`src/rtl/prog_loader.sv`:
```
// rtl/prog_loader.sv - byte-stream program loader that fills core RAM and releases the core with a run pulse
// Optional checksum byte after the program: define PROG_LOADER_CHECKSUM_EN.
module prog_loader #(
    parameter int                ADDR_W     = 8,
    parameter int                DATA_W     = 8,
    parameter logic [ADDR_W-1:0] START_ADDR = '0
) (
    input  logic              clk,
    input  logic              rst,
    input  logic              start,
    input  logic [ADDR_W-1:0] len,
    input  logic              in_valid,
    input  logic [DATA_W-1:0] in_data,
    output logic              in_ready,
    output logic [ADDR_W-1:0] ram_addr,
    output logic [DATA_W-1:0] ram_data,
    output logic              ram_wren,
    output logic              cpu_hold,
    output logic              run_pulse,
    output logic              busy,
    output logic              done,
    output logic              err
);

    typedef enum logic [2:0] {
        S_IDLE,
        S_RECV,
        S_WRITE,
        S_RUN,
`ifdef PROG_LOADER_CHECKSUM_EN
        S_CSUM,
`endif
        S_DONE
    } state_t;

    state_t            state, state_n;
    logic [ADDR_W-1:0] addr;
    logic [ADDR_W-1:0] remaining;
    logic [DATA_W-1:0] data_q;
    logic              last_byte;

    // remaining == 0 after latching len means a full 2^ADDR_W bytes; it wraps down to 1 at the end
    assign last_byte = (remaining == ADDR_W'(1));

`ifdef PROG_LOADER_CHECKSUM_EN
    logic [DATA_W-1:0] sum_q;
    logic [DATA_W-1:0] csum_total;
    logic              err_q;

    assign csum_total = sum_q + in_data;
`endif

    always_ff @(posedge clk or negedge rst) begin
        if (!rst) begin
            state     <= S_IDLE;
            addr      <= START_ADDR;
            remaining <= '0;
            data_q    <= '0;
`ifdef PROG_LOADER_CHECKSUM_EN
            sum_q     <= '0;
            err_q     <= 1'b0;
`endif
        end else begin
            state <= state_n;
            case (state)
                S_IDLE, S_DONE: begin
                    if (start) begin
                        remaining <= len;
                        addr      <= START_ADDR;
`ifdef PROG_LOADER_CHECKSUM_EN
                        sum_q     <= '0;
                        err_q     <= 1'b0;
`endif
                    end
                end
                S_RECV: begin
                    if (in_valid) begin
                        data_q <= in_data;
                    end
                end
                S_WRITE: begin
                    addr      <= addr + ADDR_W'(1);
                    remaining <= remaining - ADDR_W'(1);
`ifdef PROG_LOADER_CHECKSUM_EN
                    sum_q     <= sum_q + data_q;
`endif
                end
`ifdef PROG_LOADER_CHECKSUM_EN
                S_CSUM: begin
                    if (in_valid && (csum_total != '0)) begin
                        err_q <= 1'b1;
                    end
                end
`endif
                default: ;
            endcase
        end
    end

    always_comb begin
        state_n   = state;
        in_ready  = 1'b0;
        ram_wren  = 1'b0;
        cpu_hold  = 1'b0;
        run_pulse = 1'b0;
        busy      = 1'b0;
        done      = 1'b0;
        case (state)
            S_IDLE: begin
                if (start) begin
                    state_n = S_RECV;
                end
            end
            S_RECV: begin
                in_ready = 1'b1;
                busy     = 1'b1;
                cpu_hold = 1'b1;
                if (in_valid) begin
                    state_n = S_WRITE;
                end
            end
            S_WRITE: begin
                ram_wren = 1'b1;
                busy     = 1'b1;
                cpu_hold = 1'b1;
                if (last_byte) begin
`ifdef PROG_LOADER_CHECKSUM_EN
                    state_n = S_CSUM;
`else
                    state_n = S_RUN;
`endif
                end else begin
                    state_n = S_RECV;
                end
            end
`ifdef PROG_LOADER_CHECKSUM_EN
            S_CSUM: begin
                in_ready = 1'b1;
                busy     = 1'b1;
                cpu_hold = 1'b1;
                if (in_valid) begin
                    state_n = (csum_total == '0) ? S_RUN : S_DONE;
                end
            end
`endif
            S_RUN: begin
                run_pulse = 1'b1;
                busy      = 1'b1;
                state_n   = S_DONE;
            end
            S_DONE: begin
                done = 1'b1;
                if (start) begin
                    state_n = S_RECV;
                end
            end
            default: state_n = S_IDLE;
        endcase
    end

    assign ram_addr = addr;
    assign ram_data = ram_wren ? data_q : '0;

`ifdef PROG_LOADER_CHECKSUM_EN
    assign err = err_q;
`else
    assign err = 1'b0;
`endif

endmodule
```
`config.mk`:
```
export PLATFORM = sky130hd
export DESIGN_NAME = prog_loader
export DESIGN_NICKNAME = d
export VERILOG_FILES = /design/src/rtl/prog_loader.sv
export SDC_FILE = /design/constraint.sdc
export NUM_CORES = 1
export LEC_CHECK = 0
export BUFFER_PORTS_ARGS = -buffer_cell sky130_fd_sc_hd__buf_2
export CAP_MARGIN = 20
export CORE_AREA = 2 2 52 78
export DETAILED_ROUTE_END_ITERATION = 10
export DIE_AREA = 0 0 54 80
export SLEW_MARGIN = 0
export SYNTH_ARGS = -nofsm -noshare
export SYNTH_HDL_FRONTEND = slang
export SYNTH_SLANG_ARGS = --single-unit
```
`constraint.sdc`:
```
create_clock -name clk -period 1.9 [get_ports clk]
set_input_delay 0.285 -clock clk [delete_from_list [all_inputs] [get_ports clk]]
set_output_delay 0.285 -clock clk [all_outputs]
set_load 0.03 [all_outputs]
```
==> key figures <==
Cells and area
  – Most common cell after layout, fill and taps aside: buf_2
  – Final core utilization: 0.479
  – Layout cells sized above 1: 0.353
  – Nets: 208
  – Diodes inserted: 0
  – Area of the multi-input gates: 661 µm²
  – Most frequent cells in the layout: buf_2 (34), dfrtp_1 (27), o21ai_0 (12)
  – Filler cell count: 377
  – Final Cell Area: 0.00175 mm²
  – Area growth syn-to-layout: 24.8%
  – Register area: 676 µm²

Place
  – I/O Buffers: 41
  – Place WS: 0.104 ns
  – Hpwl dp: 2.41 mm
  – Placed instance area: 0.00164 mm²
  – Routability cong.: 0.811

Clock tree
  – Post-CTS Hold Buffers: 0
  – CTS clk-pin slew, worst paths: 0.09 ns
  – Max H-tree Level: 1
  – CTS buffer count: 3
  – CTS Buffer Depth: 2
  – Clk sinks: 27
  – CTS root buf: clkbuf_8
  – Clk Latency, worst-skew pair: 0.28 ns
  – CTS tree: yes

STA
  – Max-slew violations: 0
  – Final-report hold violation count: 0
  – Fin crit share: 0.979
  – Final setup violation count: 0
  – Hold WS: 0.0116 ns
  – Fmax achieved: 538 MHz
  – TNS Setup: 0 ns
  – Skew final: 0.00680 ns
  – Min setup slack post-route: 0.0402 ns
  – Worst Max-Slew Pin Slew: 0.638 ns
  – Slew margin rel.: 0.575
  – Final min period: 1.86 ns

Routing
  – Vias/cell: 5.38
  – Met1 wire length: 1.34 mm
  – Drt first pass iters: 4
  – DRT Wirelength: 3.40 mm
  – DR WL/cell: 15.0 µm
  – DR vias: 1,222
  – Drt initial violations: 19
  – DRC viols: 0
  – Max layer used: met4
  – Met2 routed WL: 1.83 mm
  – ANT nets after route: 0
  – DR WL met3: 182 µm

Logic synthesis
  – Top cell type's share of synthesized area: 0.483
  – Mapped Cells: 139
  – Dominant cell type by area after synthesis: dfrtp_1
  – Post-synthesis sequential area ratio: 0.483
  – Synth area leaders: dfrtp_1 (48%), mux2_2 (6.4%), and2_1 (4.5%)
  – Yosys Warn Count: 0
  – Syn Area/Cell: 10.1 µm²
  – Syn Std Cell Area: 0.00140 mm²
  – Syn Nets: 162
  – Post-synthesis register bit count: 27
  – Post-synthesis cell type count: 40

Critical path
  – Crit-path leading delay family: simple AND/OR/NAND/NOR gates
  – Worst path required time: 1.62 ns
  – Bufs and invs on worst path: 2
  – Critical path class: reg -> out
  – Largest fanout on the critical path: 10
  – CP Launch Point: state[2]$_DFFE_PN0P_
  – Worst-path cell chain: or3b_4 > clkinv_8 > and2_1 > buf_2
  – Worst Setup End Kind: output pin
  – CP peak stage delay: 0.47 ns
  – Slowest cell on crit path: or3b_4
  – Crit path DAT: 1.57 ns
  – CP Launch Type: register
  – Worst r2r src: state[2]$_DFFE_PN0P_

Floorplanning
  – Core area: 0.00365 mm²
  – DIE HEIGHT: 80 µm
  – Die ar.: 0.00432 mm²
  – Effective utilization at floorplan: 0.384
  – Ports: 43
  – # rows: 27
  – Die W: 54 µm

Global route
  – First-pass GRT wire length: 5.41 mm
  – Initial antenna violation count: 0
  – Pin count of the biggest net entering global routing: 28
  – Vias in the first global route: 1,250
  – Gr usage total: 0.170
  – Gr ovfl total: 0

Run status
  – Status: finished, final reports clean

Power and ir drop
  – PwrDens: 1440 mW/mm²
  – Leakage power: 0.000888 µW
  – Worst vdd rail ir drop: 0.000929 V

Hold path
  – Hold Path Class: in -> async

Job
  – # Max-Cap Violations: 0
-- metal layers --
layer / track usage / vias up
met3: 0.0262 / 7
met4: 0.0850 / 0
met5: 0 / -
li1: - / 579
met1: 0.189 / 589
met2: 0.300 / 47
-- where the power goes --
part           internal [µW]  leakage, µW  switching, µW
clock                    151    0.0000228            185
sequential               792     0.000335            184
combinational            483     0.000530            726
total                   1430     0.000888           1090
-- synthesized netlist by cell type (all sizes together) --
library cell,instances
dfrtp,27
o21ai,12
a21oi,10
and2,10
nand2,10
nor2,9
mux2,8
nand3,8
inv,7
buf,4
ha,3
mux2i,3
a211oi,2
a21o,2
clkbuf,2
nand2b,2
or3b,2
a22o,1
a2bb2oi,1
a31oi,1
a32oi,1
a41o,1
and3,1
and3b,1
and4,1
conb,1
nand4,1
nor3,1
nor4,1
o211ai,1
o22ai,1
o32ai,1
o41ai,1
or4,1
xor2,1
-- final timing paths --
| kind | endpoint | slack (ns) | cells past startpoint |
|---|---|---|---|
| max in group asynchronous | data_q[4]$_DFFE_PN0P_ | 1.46 | 1 |
| min in group clk | state[0]$_DFFE_PN0P_ | 0.20 | 2 |
| hold reg to reg | ram_addr[7]$_DFFE_PN0P_ | 0.48 | 1 |
| setup / recovery | ram_data[4] | 0.04 | 4 |
| hold / removal | remaining[5]$_DFFE_PN0P_ | 0.01 | 1 |
| setup reg to reg | ram_addr[5]$_DFFE_PN0P_ | 0.14 | 6 |
-- sequential cells by signal, indices dropped and copies added (netlist names) --
signal and flops:
state 3, ram_addr 8, data_q 8, remaining 8
-- timing repair --
action | 4_1_cts | 5_1_grt
buffers inserted | 2 | 1
gates cloned | 0 | 1
pin swaps | 0 | 1
gates resized for setup | 6 | 10
setup endpoints to repair | 9 | 13
-- through the flow --
step	power, µW	instances
after floorplan	1790	139
after global placement	2050	219
after detailed placement	2100	219
after CTS	2480	225
after global routing	2710	227
final	2520	227
-- worst reg2reg max path: stages, from the launching register on --
cell	delay, ns
dfrtp_1	0.44
or3b_4	0.47
buf_4	0.17
inv_6	0.09
and3_4	0.21
nand4_1	0.12
mux2i_1	0.15
-- final cells by class --
| class | instances | share of cell area |
|---|---|---|
| Sequential cell | 27 | 0.387 |
| Multi-Input combinational cell | 99 | 0.378 |
| Timing Repair Buffer | 46 | 0.151 |
| Tap cell | 43 | 0.0308 |
| Clock buffer | 4 | 0.0258 |
| Inverter | 7 | 0.0222 |
| Timing Repair inverter | 1 | 0.00501 |
-- kinds of logic (layout without fill, tap and decap cells) --
group                    count (synthesis)  after routing  share of synthesized area
XOR/XNOR                                 1              1                    0.00626
AND/OR/NAND/NOR                         48             48                      0.189
buffers and inverters                   13             58                     0.0465
adder cells (fa/ha/maj)                  3              3                     0.0268
AO/OA/AOI/OAI                           35             35                      0.161
other                                    1              1                    0.00268
flip-flops                              27             27                      0.483
multiplexers                            11             11                     0.0858
Power figures use the tool's default switching activity.
